[config.mk]
export PLATFORM = sky130hd
export DESIGN_NAME = button_debounce_flat
export DESIGN_NICKNAME = d
export VERILOG_FILES = /design/src/rtl/button_pkg.sv /design/src/rtl/button_debounce_if.sv /design/src/rtl/debounce_channel.sv /design/src/rtl/button_debounce.sv /design/src/flat_wrapper.sv
export SDC_FILE = /design/constraint.sdc
export NUM_CORES = 1
export LEC_CHECK = 0
export ABC_AREA = 1
export CAP_MARGIN = 5
export CORE_UTILIZATION = 25
export CTS_CLUSTER_DIAMETER = 150
export DETAILED_ROUTE_END_ITERATION = 6
export HOLD_SLACK_MARGIN = 0.03
export PLACE_DENSITY = 0.49
export SLEW_MARGIN = 10
export SYNTH_ARGS = -nofsm -noshare
export SYNTH_HDL_FRONTEND = slang
export SYNTH_HIERARCHICAL = 1
export SYNTH_SLANG_ARGS = --single-unit
[constraint.sdc]
create_clock -name clk -period 1.2 [get_ports clk]
set_input_delay 0.24 -clock clk [delete_from_list [all_inputs] [get_ports clk]]
set_output_delay 0.24 -clock clk [all_outputs]
set_load 0.02 [all_outputs]
[src/rtl/button_pkg.sv]
// Shared constants and width helper for the button debounce block.
package button_pkg;

    localparam int TICK_DIV_DEFAULT     = 2097152;
    localparam int STABLE_TICKS_DEFAULT = 3;
    localparam int LONG_TICKS_DEFAULT   = 0;

    // Bits needed to hold 0..n-1; never less than one bit.
    function automatic int cnt_width(input int n);
        return (n <= 2) ? 1 : $clog2(n);
    endfunction

endpackage

[src/rtl/button_debounce_if.sv]
// Pin-side inputs and debounced per-channel outputs.
interface button_debounce_if #(
    parameter int N_CH = 4
);
    logic [N_CH-1:0] btn;
    logic [N_CH-1:0] level;
    logic [N_CH-1:0] press;
    logic [N_CH-1:0] release_evt;
    logic [N_CH-1:0] long_press;
    logic            tick;

    modport master (
        output btn,
        input  level, press, release_evt, long_press, tick
    );

    modport slave (
        input  btn,
        output level, press, release_evt, long_press, tick
    );
endinterface

[src/rtl/debounce_channel.sv]
// One button: synchroniser, stability counter, hold counter and event pulses.
module debounce_channel
    import button_pkg::*;
#(
    parameter int STABLE_TICKS = STABLE_TICKS_DEFAULT,
    parameter int LONG_TICKS   = LONG_TICKS_DEFAULT,
    parameter int ACTIVE_LOW   = 0
) (
    input  logic clk,
    input  logic rst_n,
    input  logic tick,
    input  logic btn,
    output logic level,
    output logic press,
    output logic release_evt,
    output logic long_press
);
    localparam int   SW   = cnt_width(STABLE_TICKS);
    localparam logic IDLE = 1'(ACTIVE_LOW);

    logic [1:0]    sync;
    logic [SW-1:0] stab_cnt;
    logic          sample;
    logic          accept;

    assign sample = sync[1] ^ IDLE;
    assign accept = tick && (sample != level)
                    && (stab_cnt == SW'(STABLE_TICKS - 1));

    always_ff @(posedge clk or negedge rst_n) begin
        if (!rst_n) begin
            sync <= {2{IDLE}};
        end else begin
            sync <= {sync[0], btn};
        end
    end

    always_ff @(posedge clk or negedge rst_n) begin
        if (!rst_n) begin
            stab_cnt    <= '0;
            level       <= 1'b0;
            press       <= 1'b0;
            release_evt <= 1'b0;
        end else begin
            press       <= 1'b0;
            release_evt <= 1'b0;
            if (tick) begin
                if (sample == level) begin
                    stab_cnt <= '0;
                end else if (accept) begin
                    stab_cnt    <= '0;
                    level       <= sample;
                    press       <= sample;
                    release_evt <= ~sample;
                end else begin
                    stab_cnt <= stab_cnt + 1'b1;
                end
            end
        end
    end

    generate
        if (LONG_TICKS > 0) begin : g_long
            localparam int HW = cnt_width(LONG_TICKS + 1);
            logic [HW-1:0] hold_cnt;
            logic          lp_q;

            // Saturation at LONG_TICKS makes the pulse fire once per press.
            always_ff @(posedge clk or negedge rst_n) begin
                if (!rst_n) begin
                    hold_cnt <= '0;
                    lp_q     <= 1'b0;
                end else begin
                    lp_q <= 1'b0;
                    if (tick) begin
                        if (!level || accept) begin
                            hold_cnt <= '0;
                        end else if (hold_cnt != HW'(LONG_TICKS)) begin
                            hold_cnt <= hold_cnt + 1'b1;
                            lp_q <= (hold_cnt == HW'(LONG_TICKS - 1));
                        end
                    end
                end
            end

            assign long_press = lp_q;
        end else begin : g_no_long
            assign long_press = 1'b0;
        end
    endgenerate

endmodule

[src/rtl/button_debounce.sv]
// N-channel debouncer sharing one sample-tick prescaler.
module button_debounce
    import button_pkg::*;
#(
    parameter int N_CH         = 4,
    parameter int TICK_DIV     = TICK_DIV_DEFAULT,
    parameter int STABLE_TICKS = STABLE_TICKS_DEFAULT,
    parameter int LONG_TICKS   = LONG_TICKS_DEFAULT,
    parameter int ACTIVE_LOW   = 0
) (
    input  logic                clk,
    input  logic                rst_n,
    button_debounce_if.slave    bus
);
    localparam int PW = cnt_width(TICK_DIV);

    logic [PW-1:0] cnt;
    logic          tick_q;

    // tick_q is registered one count early so it lines up with the wrap.
    always_ff @(posedge clk or negedge rst_n) begin
        if (!rst_n) begin
            cnt    <= '0;
            tick_q <= 1'b0;
        end else begin
            cnt    <= (cnt == PW'(TICK_DIV - 1)) ? '0 : cnt + 1'b1;
            tick_q <= (cnt == PW'(TICK_DIV - 2));
        end
    end

    assign bus.tick = tick_q;

    generate
        for (genvar g = 0; g < N_CH; g++) begin : g_ch
            debounce_channel #(
                .STABLE_TICKS (STABLE_TICKS),
                .LONG_TICKS   (LONG_TICKS),
                .ACTIVE_LOW   (ACTIVE_LOW)
            ) u_ch (
                .clk         (clk),
                .rst_n       (rst_n),
                .tick        (tick_q),
                .btn         (bus.btn[g]),
                .level       (bus.level[g]),
                .press       (bus.press[g]),
                .release_evt (bus.release_evt[g]),
                .long_press  (bus.long_press[g])
            );
        end
    endgenerate

endmodule

[src/flat_wrapper.sv]
// flat-port wrapper written by rule: the top's interface ports become plain ports
module button_debounce_flat import button_pkg::*;
#(
    parameter int N_CH         = 4,
    parameter int TICK_DIV     = TICK_DIV_DEFAULT,
    parameter int STABLE_TICKS = STABLE_TICKS_DEFAULT,
    parameter int LONG_TICKS   = LONG_TICKS_DEFAULT,
    parameter int ACTIVE_LOW   = 0
)
  (clk, rst_n, bus_btn, bus_level, bus_press, bus_release_evt, bus_long_press, bus_tick);
  button_debounce_if #(.N_CH(N_CH)) bus_i ();
  input  logic clk;
  input  logic rst_n;
  input wire logic [$bits(bus_i.btn)-1:0] bus_btn;
  output wire logic [$bits(bus_i.level)-1:0] bus_level;
  output wire logic [$bits(bus_i.press)-1:0] bus_press;
  output wire logic [$bits(bus_i.release_evt)-1:0] bus_release_evt;
  output wire logic [$bits(bus_i.long_press)-1:0] bus_long_press;
  output wire logic [$bits(bus_i.tick)-1:0] bus_tick;
  assign bus_i.btn = bus_btn;
  assign bus_level = bus_i.level;
  assign bus_press = bus_i.press;
  assign bus_release_evt = bus_i.release_evt;
  assign bus_long_press = bus_i.long_press;
  assign bus_tick = bus_i.tick;
  button_debounce #(.N_CH(N_CH), .TICK_DIV(TICK_DIV), .STABLE_TICKS(STABLE_TICKS), .LONG_TICKS(LONG_TICKS), .ACTIVE_LOW(ACTIVE_LOW)) u_core (.clk(clk), .rst_n(rst_n), .bus(bus_i));
endmodule
==> results of run 1 <==
cell type report:
type	instances	area [um2]
fillers	911	5890
flip-flops and latches	50	1250
multi-input cells	175	976
repair buffers	52	403
inverters	37	144
well taps	108	135
clock buffers	6	72.6
clock inverters	2	13.8
sequential cells by signal (all words and copies together) (netlist names):
signal                        count
u_core/bus.tick                   1
u_core/cnt                       21
u_core/g_ch.u_ch/stab_cnt         8
u_core/g_ch.u_ch/release_evt      4
u_core/g_ch.u_ch/press            4
u_core/g_ch.u_ch/sync             8
u_core/g_ch.u_ch/level            4
Yosys cell counts, drive strengths merged:
cell type  number
ha              2
nand3b         10
o21bai          3
nand3          20
xnor2           4
conb            4
nor4            1
dfrtp          50
xor2            7
clkinv          1
inv            36
nor2           46
and2            1
o21ai           1
nor3b           1
nand4           2
nand2          67
buf             4
a21oi           6
where the power goes:
group / switching [mW] / total [mW] / internal (mW)
Clock: 0.567 / 0.980 / 0.412
Combinational: 0.0521 / 0.0784 / 0.0264
Sequential: 0.0113 / 1.71 / 1.70
Total: 0.631 / 2.77 / 2.14
cells by family (layout without fill, tap and decap cells):
| logic type | Yosys count | count (layout) | share of synthesized area, % |
|---|---|---|---|
| AND/OR/NAND/NOR | 148 | 148 | 30.9 |
| flip-flops | 50 | 50 | 53.5 |
| buffers and inverters | 41 | 97 | 7.28 |
| XOR/XNOR | 11 | 11 | 4.12 |
| AO/OA/AOI/OAI | 10 | 10 | 2.46 |
| other | 4 | 4 | 0.642 |
| adder cells (fa/ha/maj) | 2 | 2 | 1.07 |
final timing paths:
kind	start	endpoint	slack (ns)	depth (start not counted)
min in group asynchronous	rst_n	u_core/cnt[14]	0.45	3
max reg2reg	u_core/cnt[0]	u_core/cnt[17]	-0.11	8
max	u_core/cnt[0]	u_core/cnt[17]	-0.11	8
max in group asynchronous	rst_n	u_core/cnt[10]	0.50	3
min	u_core/g_ch[3].u_ch/sync[0]	u_core/g_ch[3].u_ch/sync[1]	0.36	0
min reg2reg	u_core/g_ch[3].u_ch/sync[0]	u_core/g_ch[3].u_ch/sync[1]	0.36	0
layer usage:
metal / vias to the layer above / global-route usage [%] / routed length [um] / part of all wire [%]
li1: 921 / - / - / -
met5: - / 0 / 0 / 0
met3: 7 / 3.48 / 203 / 4.7
met2: 26 / 15.9 / 2020 / 47
met1: 789 / 12.5 / 2000 / 46
met4: 0 / 4.13 / 78 / 1.8
what timing repair did:
| action | in CTS | in global routing |
|---|---|---|
| pin swaps | 6 | 3 |
| hold buffers | 1 | 0 |
| endpoints found under the hold margin | 50 | 0 |
| setup endpoints to repair | 33 | 27 |
| gates resized for setup | 48 | 16 |
| setup buffers | 0 | 0 |
critical path, stage by stage (launching register included):
cell and delay (ns):
dfrtp_1 0.38, ha_2 0.20, inv_2 0.04, nor2_4 0.10, nand2_4 0.08, nor2_4 0.16
nand3_4 0.11, nand2_1 0.08, nor2_1 0.04
==> run_results.csv, run 1 <==
group,metric,value,unit
detailed_routing,drcViolationCount,0,
setup_path,worst-setup-path-type,"reg -> reg",
outcome,failed_checks,"negative setup slack",
power_and_ir_drop,max-vdd-ir-drop,0.393,mV
placement,placedInstanceArea,2890,um2
finish,final_core_utilization,33.7,%
yosys,synthesis.yosys.warnings,6,
clocking,tritoncts_num_sinks,50,
global_routing,grt_pass1_wl,7600,um
setup_path,worstPathMaxFanout,4,
finish,post_layout_nonfiller_instances,430,
clocking,cts-buffers-inserted,5,
finish,diodes,0,
placement,dpl.cell_count,421,
detailed_routing,drt-vias-per-instance,4.05,
power_and_ir_drop,total_power,2.77,mW
global_routing,grt_pass1_vias,1670,
detailed_routing,wl,4300,um
die,floorplan.initialDensity,26.3,%
setup_path,worstSetupStartpointType,"flip-flop",
finish,layout.cells.most_common,"nand2_1",
sta,period_share,109,%
power_and_ir_drop,power_per_cell_area,923,nW/um2
die,die-area,9740,um2
clocking,insertion_delay,0.31,ns
yosys,synthesis.area,2340,um2
placement,detailedPlace.worstSlack,-0.137,ns
sta,totalNegativeSetupSlack,-1.65,ns
die,fp.coreArea,8890,um2
die,die_y,98.7,um
setup_path,cp_data_arrival_time,1.51,ns
sta,post-route-worst-setup-slack,-0.112,ns
placement,port-buffer-count,18,
placement,place.gp.congestion,0.788,
clocking,cts.reportedPaths.clkPinSlew,0.09,ns
clocking,tritoncts,"built",
die,dieWidth,98.7,um
detailed_routing,dr.pass1.iters,4,
die,pin_count,23,
yosys,yosys_reg_bits,50,
global_routing,grt_start_max_net_pins,51,
sta,finalClockSkew,0.00614,ns
clocking,clk_root_buf,"clkbuf_8",
finish,post_route_design_area,3000,um2
sta,rsz0062_at_grt,"yes",
yosys,synth.largest_area_cell,"dfrtp_1",
yosys,sequential_cell_area_fraction_in_the_yosys_report,53.5,%
detailed_routing,drtAntennaViolNets,0,
job,timing.max_cap.violations,0,
finish,area.growth.synth_to_final,28.1,%
setup_path,worst-endpoint-required,1.40,ns
setup_path,cp-end-kind,"flip-flop",
sta,report.final.slew_viol_count,0,
sta,finalHoldViolations,0,
yosys,synthesis.nets,274,
finish,num-nets-final,329,
detailed_routing,routed-via-count,1743,
finish,layout.cells.most_common_list,"59 x nand2_1, 49 x dfrtp_1, 34 x inv_1, 31 x buf_4, 29 x nor2_1",
min_path,min-delay-path-class,"reg -> reg",
placement,place_hpwl,3130,um
global_routing,globalRouteTotalUtil,10.0,%
sta,min_period,1.31,ns
power_and_ir_drop,static_leakage,1.56,nW
yosys,synth_area_per_cell,8.79,um2
die,placement_rows,34,
finish,fraction_of_final_layout_cells_sized_beyond_drive_strength_1,28.0,%
global_routing,global_route.overflow_total,0,
detailed_routing,post_drt_wl_per_cell,10.0,um
outcome,run_status,"finished, violations left",
sta,hold-worst-slack,0.357,ns
yosys,yosys-top-cells-area,"dfrtp_1 54%, nand2_1 9.8%, inv_1 5.8%, nor2_1 5.1%, nand3_1 4.1%",
yosys,yosysTopAreaCellShare,53.5,%
clocking,cts_max_level,2,
clocking,clock_path_buffers,2,
global_routing,antenna_found_initial,0,
yosys,cell_count_after_synthesis,266,
sta,setup_viol,19,
sta,clock.fmax,762,MHz
yosys,ys_types,25,
detailed_routing,detail_route.iter0.violations,63,
Note: power is estimated with default switching activity, not from simulation.
==> run 2, diff against run 1 <==
--- a/config.mk
+++ b/config.mk
@@ -7,11 +7,12 @@
 export LEC_CHECK = 0
 export ABC_AREA = 1
 export CAP_MARGIN = 5
-export CORE_UTILIZATION = 25
+export CORE_UTILIZATION = 45
 export CTS_CLUSTER_DIAMETER = 150
 export DETAILED_ROUTE_END_ITERATION = 6
 export HOLD_SLACK_MARGIN = 0.03
-export PLACE_DENSITY = 0.49
+export PLACE_DENSITY = 0.74
+export REMOVE_ABC_BUFFERS = 1
 export SLEW_MARGIN = 10
 export SYNTH_ARGS = -nofsm -noshare
 export SYNTH_HDL_FRONTEND = slang
==> run 2 against run 1 <==
  * The run still ends with negative setup slack left
  * Core utilization is 29 points higher
  * Clock skew fell by 0.0012 ns
  * Register-to-register slack got worse by 0.02 ns
  * First-iteration DRC count up 81%
  * Maximum frequency shrank 1.4%
  * Count of clock-buffer cells in the layout unchanged
  * Clock power increased by 8%
  * Combinational power grew 8.3%
  * Global-route usage grew 8.6 points
  * Sequential power hardly changed
  * Largest power group unchanged
==> run_results.csv, run 2 (synthesized netlist as in run 1, its figures left out) <==
group,metric,value,unit
sta,report.final.slew_viol_count,0,
clocking,clock_path_buffers,2,
detailed_routing,routed-via-count,1859,
placement,port-buffer-count,18,
setup_path,reg2reg_setup_slack,-0.13,ns
min_path,min-delay-path-class,"reg -> reg",
finish,post_layout_nonfiller_instances,393,
finish,fraction_of_final_layout_cells_sized_beyond_drive_strength_1,29.1,%
sta,post-route-worst-setup-slack,-0.131,ns
setup_path,worstPathMaxFanout,3,
finish,layout.cells.most_common,"nand2_1",
power_and_ir_drop,max-vdd-ir-drop,0.450,mV
setup_path,worst_r2r_start,"u_core/cnt[0]",
detailed_routing,drtAntennaViolNets,0,
finish,diodes,0,
global_routing,global_route.overflow_total,0,
sta,hold-worst-slack,0.356,ns
placement,place_hpwl,3250,um
sta,finalHoldViolations,0,
power_and_ir_drop,power_per_cell_area,944,nW/um2
global_routing,globalRouteTotalUtil,18.6,%
clocking,cts_max_level,2,
global_routing,antenna_found_initial,0,
placement,place.gp.congestion,0.865,
detailed_routing,post_drt_wl_per_cell,11.8,um
die,floorplan.initialDensity,48.2,%
clocking,cts-buffers-inserted,5,
detailed_routing,detail_route.iter0.violations,114,
power_and_ir_drop,static_leakage,1.59,nW
outcome,run_status,"finished, violations left",
setup_path,worstSetupStartpointType,"flip-flop",
setup_path,worst-setup-path-type,"reg -> reg",
setup_path,worstSetupStartpoint,"u_core/cnt[0]",
global_routing,grt_start_max_net_pins,20,
setup_path,worst-endpoint-required,1.41,ns
detailed_routing,drt-vias-per-instance,4.73,
sta,finalClockSkew,0.00493,ns
setup_path,cp_data_arrival_time,1.54,ns
finish,area.growth.synth_to_final,29.0,%
die,dieWidth,74.1,um
detailed_routing,drcViolationCount,0,
finish,post_route_design_area,3020,um2
finish,num-nets-final,333,
job,timing.max_cap.violations,0,
clocking,insertion_delay,0.31,ns
sta,rsz0062_at_grt,"yes",
detailed_routing,wl,4630,um
setup_path,r2r-end,"u_core/cnt[8]",
setup_path,r2r.worst_path.cells,8,
finish,layout.cells.most_common_list,"60 x nand2_1, 50 x dfrtp_1, 34 x inv_1, 31 x buf_4, 28 x nor2_1",
placement,placedInstanceArea,2830,um2
die,die_y,74.1,um
sta,min_period,1.33,ns
finish,top_regs,"u_core/cnt: 21 flops, u_core/g_ch.u_ch/stab_cnt: 8 flops, u_core/g_ch.u_ch/sync: 8 flops",
sta,period_share,111,%
clocking,tritoncts,"built",
die,fp.coreArea,4850,um2
global_routing,grt_pass1_wl,7620,um
clocking,cts.reportedPaths.clkPinSlew,0.09,ns
placement,dpl.cell_count,379,
setup_path,cp-end-kind,"flip-flop",
sta,setup_viol,19,
sta,clock.fmax,751,MHz
finish,max_flop_register,"u_core/cnt",
placement,detailedPlace.worstSlack,-0.152,ns
outcome,failed_checks,"negative setup slack",
die,die-area,5490,um2
finish,final_core_utilization,62.2,%
setup_path,worst_setup_path_endpoint,"u_core/cnt[8]",
detailed_routing,dr.pass1.iters,5,
clocking,clk_root_buf,"clkbuf_8",
die,placement_rows,25,
die,pin_count,23,
finish,largest_register_ff_count,21,
global_routing,grt_pass1_vias,1755,
clocking,tritoncts_num_sinks,50,
run 2: cell types whose count changed in the layout (fill, tap and decap cells not counted), sizes merged:
cell,previous run,this run
clkinvlp,0,1
inv,36,37
clkinv,3,1
buf,44,48
run 2: area by class of cell:
cell class / count / area [um2]
Fill cell: 415 / 1830
Timing Repair Buffer: 56 / 457
Multi-Input combinational cell: 175 / 982
Inverter: 37 / 144
Clock inverter: 2 / 16.3
Clock buffer: 6 / 82.6
Tap cell: 67 / 83.8
Sequential cell: 50 / 1250
run 2: critical path, stage by stage, from the launching register on:
cell and delay [ns]:
dfrtp_1 0.37, ha_2 0.19, inv_2 0.04, nor2_4 0.13, nand2_4 0.09, buf_4 0.14
buf_6 0.11, xor2_1 0.12, inv_1 0.05
run 2: layer usage:
layer  up-vias  track usage, %  part of all wire [%]
met5         -               0                     0
met4         0            6.20                  0.99
met3         7            5.42                   4.0
met2        46            32.5                    51
met1       884            21.9                    44
li1        922               -                     -
run 2: worst min-delay path by stage:
stage	from	end	cells past startpoint
CTS	bus_btn[3]	u_core/g_ch[3].u_ch/sync[0]	1
global placement	rst_n	u_core/g_ch[3].u_ch/press	1
finish	u_core/g_ch[2].u_ch/sync[0]	u_core/g_ch[2].u_ch/sync[1]	0
floorplan	rst_n	u_core/bus.tick	0
global route	bus_btn[0]	u_core/g_ch[0].u_ch/sync[0]	1
detailed placement	rst_n	u_core/g_ch[3].u_ch/press	1
run 2: power by group:
part           total (mW)  switching, mW  internal (mW)
logic              0.0849         0.0527         0.0323
clock network        1.06          0.580          0.475
registers            1.71         0.0112           1.70
run 2: repair_timing:
action / CTS / global route
buffers inserted: 5 / 1
endpoints found under the setup margin: 33 / 27
hold buffers: 1 / 0
gates resized for setup: 58 / 13
pin swaps: 13 / 3
hold endpoints to repair: 13 / 0
run 2: through the flow:
step / setup TNS (ns) / total power [mW]
floorplan: -1.25 / 1.76
global placement: -1.23 / 1.82
finish: -1.88 / 2.85
global route: -3.61 / 2.96
detailed placement: -2.01 / 1.83
CTS: -1.74 / 2.90
==> run 3, diff against run 2 <==
--- a/config.mk
+++ b/config.mk
@@ -11,7 +11,7 @@
 export CTS_CLUSTER_DIAMETER = 150
 export DETAILED_ROUTE_END_ITERATION = 6
 export HOLD_SLACK_MARGIN = 0.03
-export PLACE_DENSITY = 0.74
+export PLACE_DENSITY = 0.71
 export REMOVE_ABC_BUFFERS = 1
 export SLEW_MARGIN = 10
 export SYNTH_ARGS = -nofsm -noshare
==> constraint.sdc (replaced) <==
create_clock -name clk -period 1.31 [get_ports clk]
set_input_delay 0.262 -clock clk [delete_from_list [all_inputs] [get_ports clk]]
set_output_delay 0.262 -clock clk [all_outputs]
set_load 0.02 [all_outputs]
==> run 3 against run 2 <==
  * The flow still finishes with violations (negative setup slack)
  * Flip-flop and latch count unchanged
  * Count of clock-buffer cells in the layout unchanged
  * Global-route usage decreased by 1.6 points
  * Clock skew increased by 0.0070 ns
  * Core utilization decreased by 2.0 points
  * Setup slack improved by 0.12 ns
  * Clock power about the same
  * Total power decreased by 5.3%
  * Die area unchanged
  * Sequential power decreased by 9%
  * Hold slack got worse by 0.0057 ns
  * Combinational power decreased by 17%
  * Critical path type unchanged
  * Largest cell class unchanged
==> run_results.csv, run 3 (synthesized netlist as in run 1, its figures left out) <==
group,metric,value,unit
clocking,insertion_delay,0.30,ns
placement,placedInstanceArea,2700,um2
placement,port-buffer-count,18,
sta,report.final.slew_viol_count,0,
sta,min_period,1.32,ns
detailed_routing,drtAntennaViolNets,0,
finish,largest_register_ff_count,21,
finish,layout.cells.most_common_list,"60 x nand2_1, 47 x dfrtp_1, 35 x inv_1, 25 x nor2_1, 19 x buf_4",
detailed_routing,post_drt_wl_per_cell,11.5,um
finish,diodes,0,
outcome,run_status,"finished, violations left",
power_and_ir_drop,max-vdd-ir-drop,0.535,mV
die,fp.coreArea,4850,um2
die,dieWidth,74.1,um
setup_path,path_delay_family,"simple AND/OR/NAND/NOR gates",
die,die_y,74.1,um
sta,rsz0062_at_grt,"yes",
power_and_ir_drop,power_per_cell_area,924,nW/um2
sta,totalNegativeSetupSlack,-0.0410,ns
power_and_ir_drop,static_leakage,1.55,nW
setup_path,cp_common_cell,"nor2_4",
finish,top_regs,"u_core/cnt: 21 flops, u_core/g_ch.u_ch/stab_cnt: 8 flops, u_core/g_ch.u_ch/sync: 8 flops",
die,pin_count,23,
clocking,tritoncts_num_sinks,50,
sta,post-route-worst-setup-slack,-0.0142,ns
job,timing.max_cap.violations,0,
clocking,cts-buffers-inserted,5,
detailed_routing,dr.pass1.iters,4,
setup_path,worstPathMaxFanout,4,
die,placement_rows,25,
setup_path,critical_path.n_buffers_inverters,1,
setup_path,cp-end-kind,"flip-flop",
global_routing,grt_pass1_vias,1716,
die,floorplan.initialDensity,48.2,%
detailed_routing,drcViolationCount,0,
clocking,cts_max_level,2,
min_path,min-delay-path-class,"reg -> reg",
setup_path,worstPathCellList,"ha_2, inv_2, nor2_4, nand2_4, nor2_4, nand3_2, nand2_1, nor2_1",
global_routing,globalRouteTotalUtil,17.0,%
finish,fraction_of_final_layout_cells_sized_beyond_drive_strength_1,22.2,%
sta,clock.fmax,755,MHz
sta,finalHoldViolations,0,
clocking,clock_path_buffers,2,
finish,area.growth.synth_to_final,24.8,%
detailed_routing,wl,4330,um
clocking,tritoncts,"built",
global_routing,grt_pass1_wl,7040,um
finish,post_route_design_area,2920,um2
global_routing,grt_start_max_net_pins,51,
finish,layout.cells.most_common,"nand2_1",
power_and_ir_drop,total_power,2.70,mW
setup_path,largest_incremental_delay_on_the_critical_path,0.38,ns
sta,hold-worst-slack,0.350,ns
setup_path,cell_at_the_slowest_stage_of_the_critical_path,"dfrtp_1",
setup_path,worstSetupStartpointType,"flip-flop",
setup_path,cp_data_arrival_time,1.51,ns
global_routing,antenna_found_initial,0,
finish,num-nets-final,318,
clocking,cts.reportedPaths.clkPinSlew,0.09,ns
setup_path,worst-setup-path-type,"reg -> reg",
finish,max_flop_register,"u_core/cnt",
sta,finalClockSkew,0.0119,ns
placement,place_hpwl,2900,um
global_routing,global_route.overflow_total,0,
outcome,failed_checks,"negative setup slack",
detailed_routing,drt-vias-per-instance,4.63,
setup_path,worst-endpoint-required,1.49,ns
sta,setup_viol,4,
detailed_routing,routed-via-count,1749,
sta,period_share,101,%
clocking,clk_root_buf,"clkbuf_8",
placement,place.gp.congestion,0.858,
die,die-area,5490,um2
detailed_routing,detail_route.iter0.violations,66,
## run 3: metal layers
layer	vias to the layer above	part of all wire [%]	GRT usage (%)
met2	29	51	30.8
met1	825	46	19.5
li1	893	-	-
met4	0	0.30	5.98
met3	2	2.4	4.20
met5	-	0	0
## run 3: repair_timing
item / in CTS / in global routing
setup endpoints to repair: 25 / 20
hold buffers: 1 / 0
pin swaps: 5 / 9
buffers inserted: 6 / 0
gates resized for setup: 19 / 19
hold endpoints to repair: 50 / 0
## run 3: final timing paths
path | endpoint | from | cells past startpoint | slack [ns]
worst max-delay path | u_core/cnt[17] | u_core/cnt[1] | 8 | -0.01
worst min-delay path | u_core/g_ch[0].u_ch/sync[1] | u_core/g_ch[0].u_ch/sync[0] | 0 | 0.35
worst max register to register | u_core/cnt[17] | u_core/cnt[1] | 8 | -0.01
worst min register to register | u_core/g_ch[0].u_ch/sync[1] | u_core/g_ch[0].u_ch/sync[0] | 0 | 0.35
max in group asynchronous | u_core/cnt[9] | rst_n | 3 | 0.59
min in group asynchronous | u_core/g_ch[0].u_ch/stab_cnt[1] | rst_n | 3 | 0.47
## run 3: area by class of cell
cell class | instances | area [um2]
Sequential cell | 50 | 1250
Timing Repair Buffer | 41 | 350
Inverter | 37 | 144
Fill cell | 407 | 1930
Clock inverter | 2 | 37.5
Clock buffer | 6 | 72.6
Tap cell | 67 | 83.8
Multi-Input combinational cell | 175 | 976
## run 3: report_power, final
part	leakage, nW	switching (mW)	internal, mW
Sequential	0.661	0.00967	1.55
Combinational	0.839	0.0467	0.0241
Clock	0.0514	0.494	0.570
## run 3: stage by stage
step / util [%] / worst slack (ns) / instances
final: 60.2 / -0.0142 / 378
after global routing: 60.2 / -0.100 / 378
after CTS: 59.1 / -0.00255 / 378
after detailed placement: 55.7 / -0.0292 / 363
after global placement: 55.7 / 0.00676 / 363
after floorplan: - / 0.00326 / 262
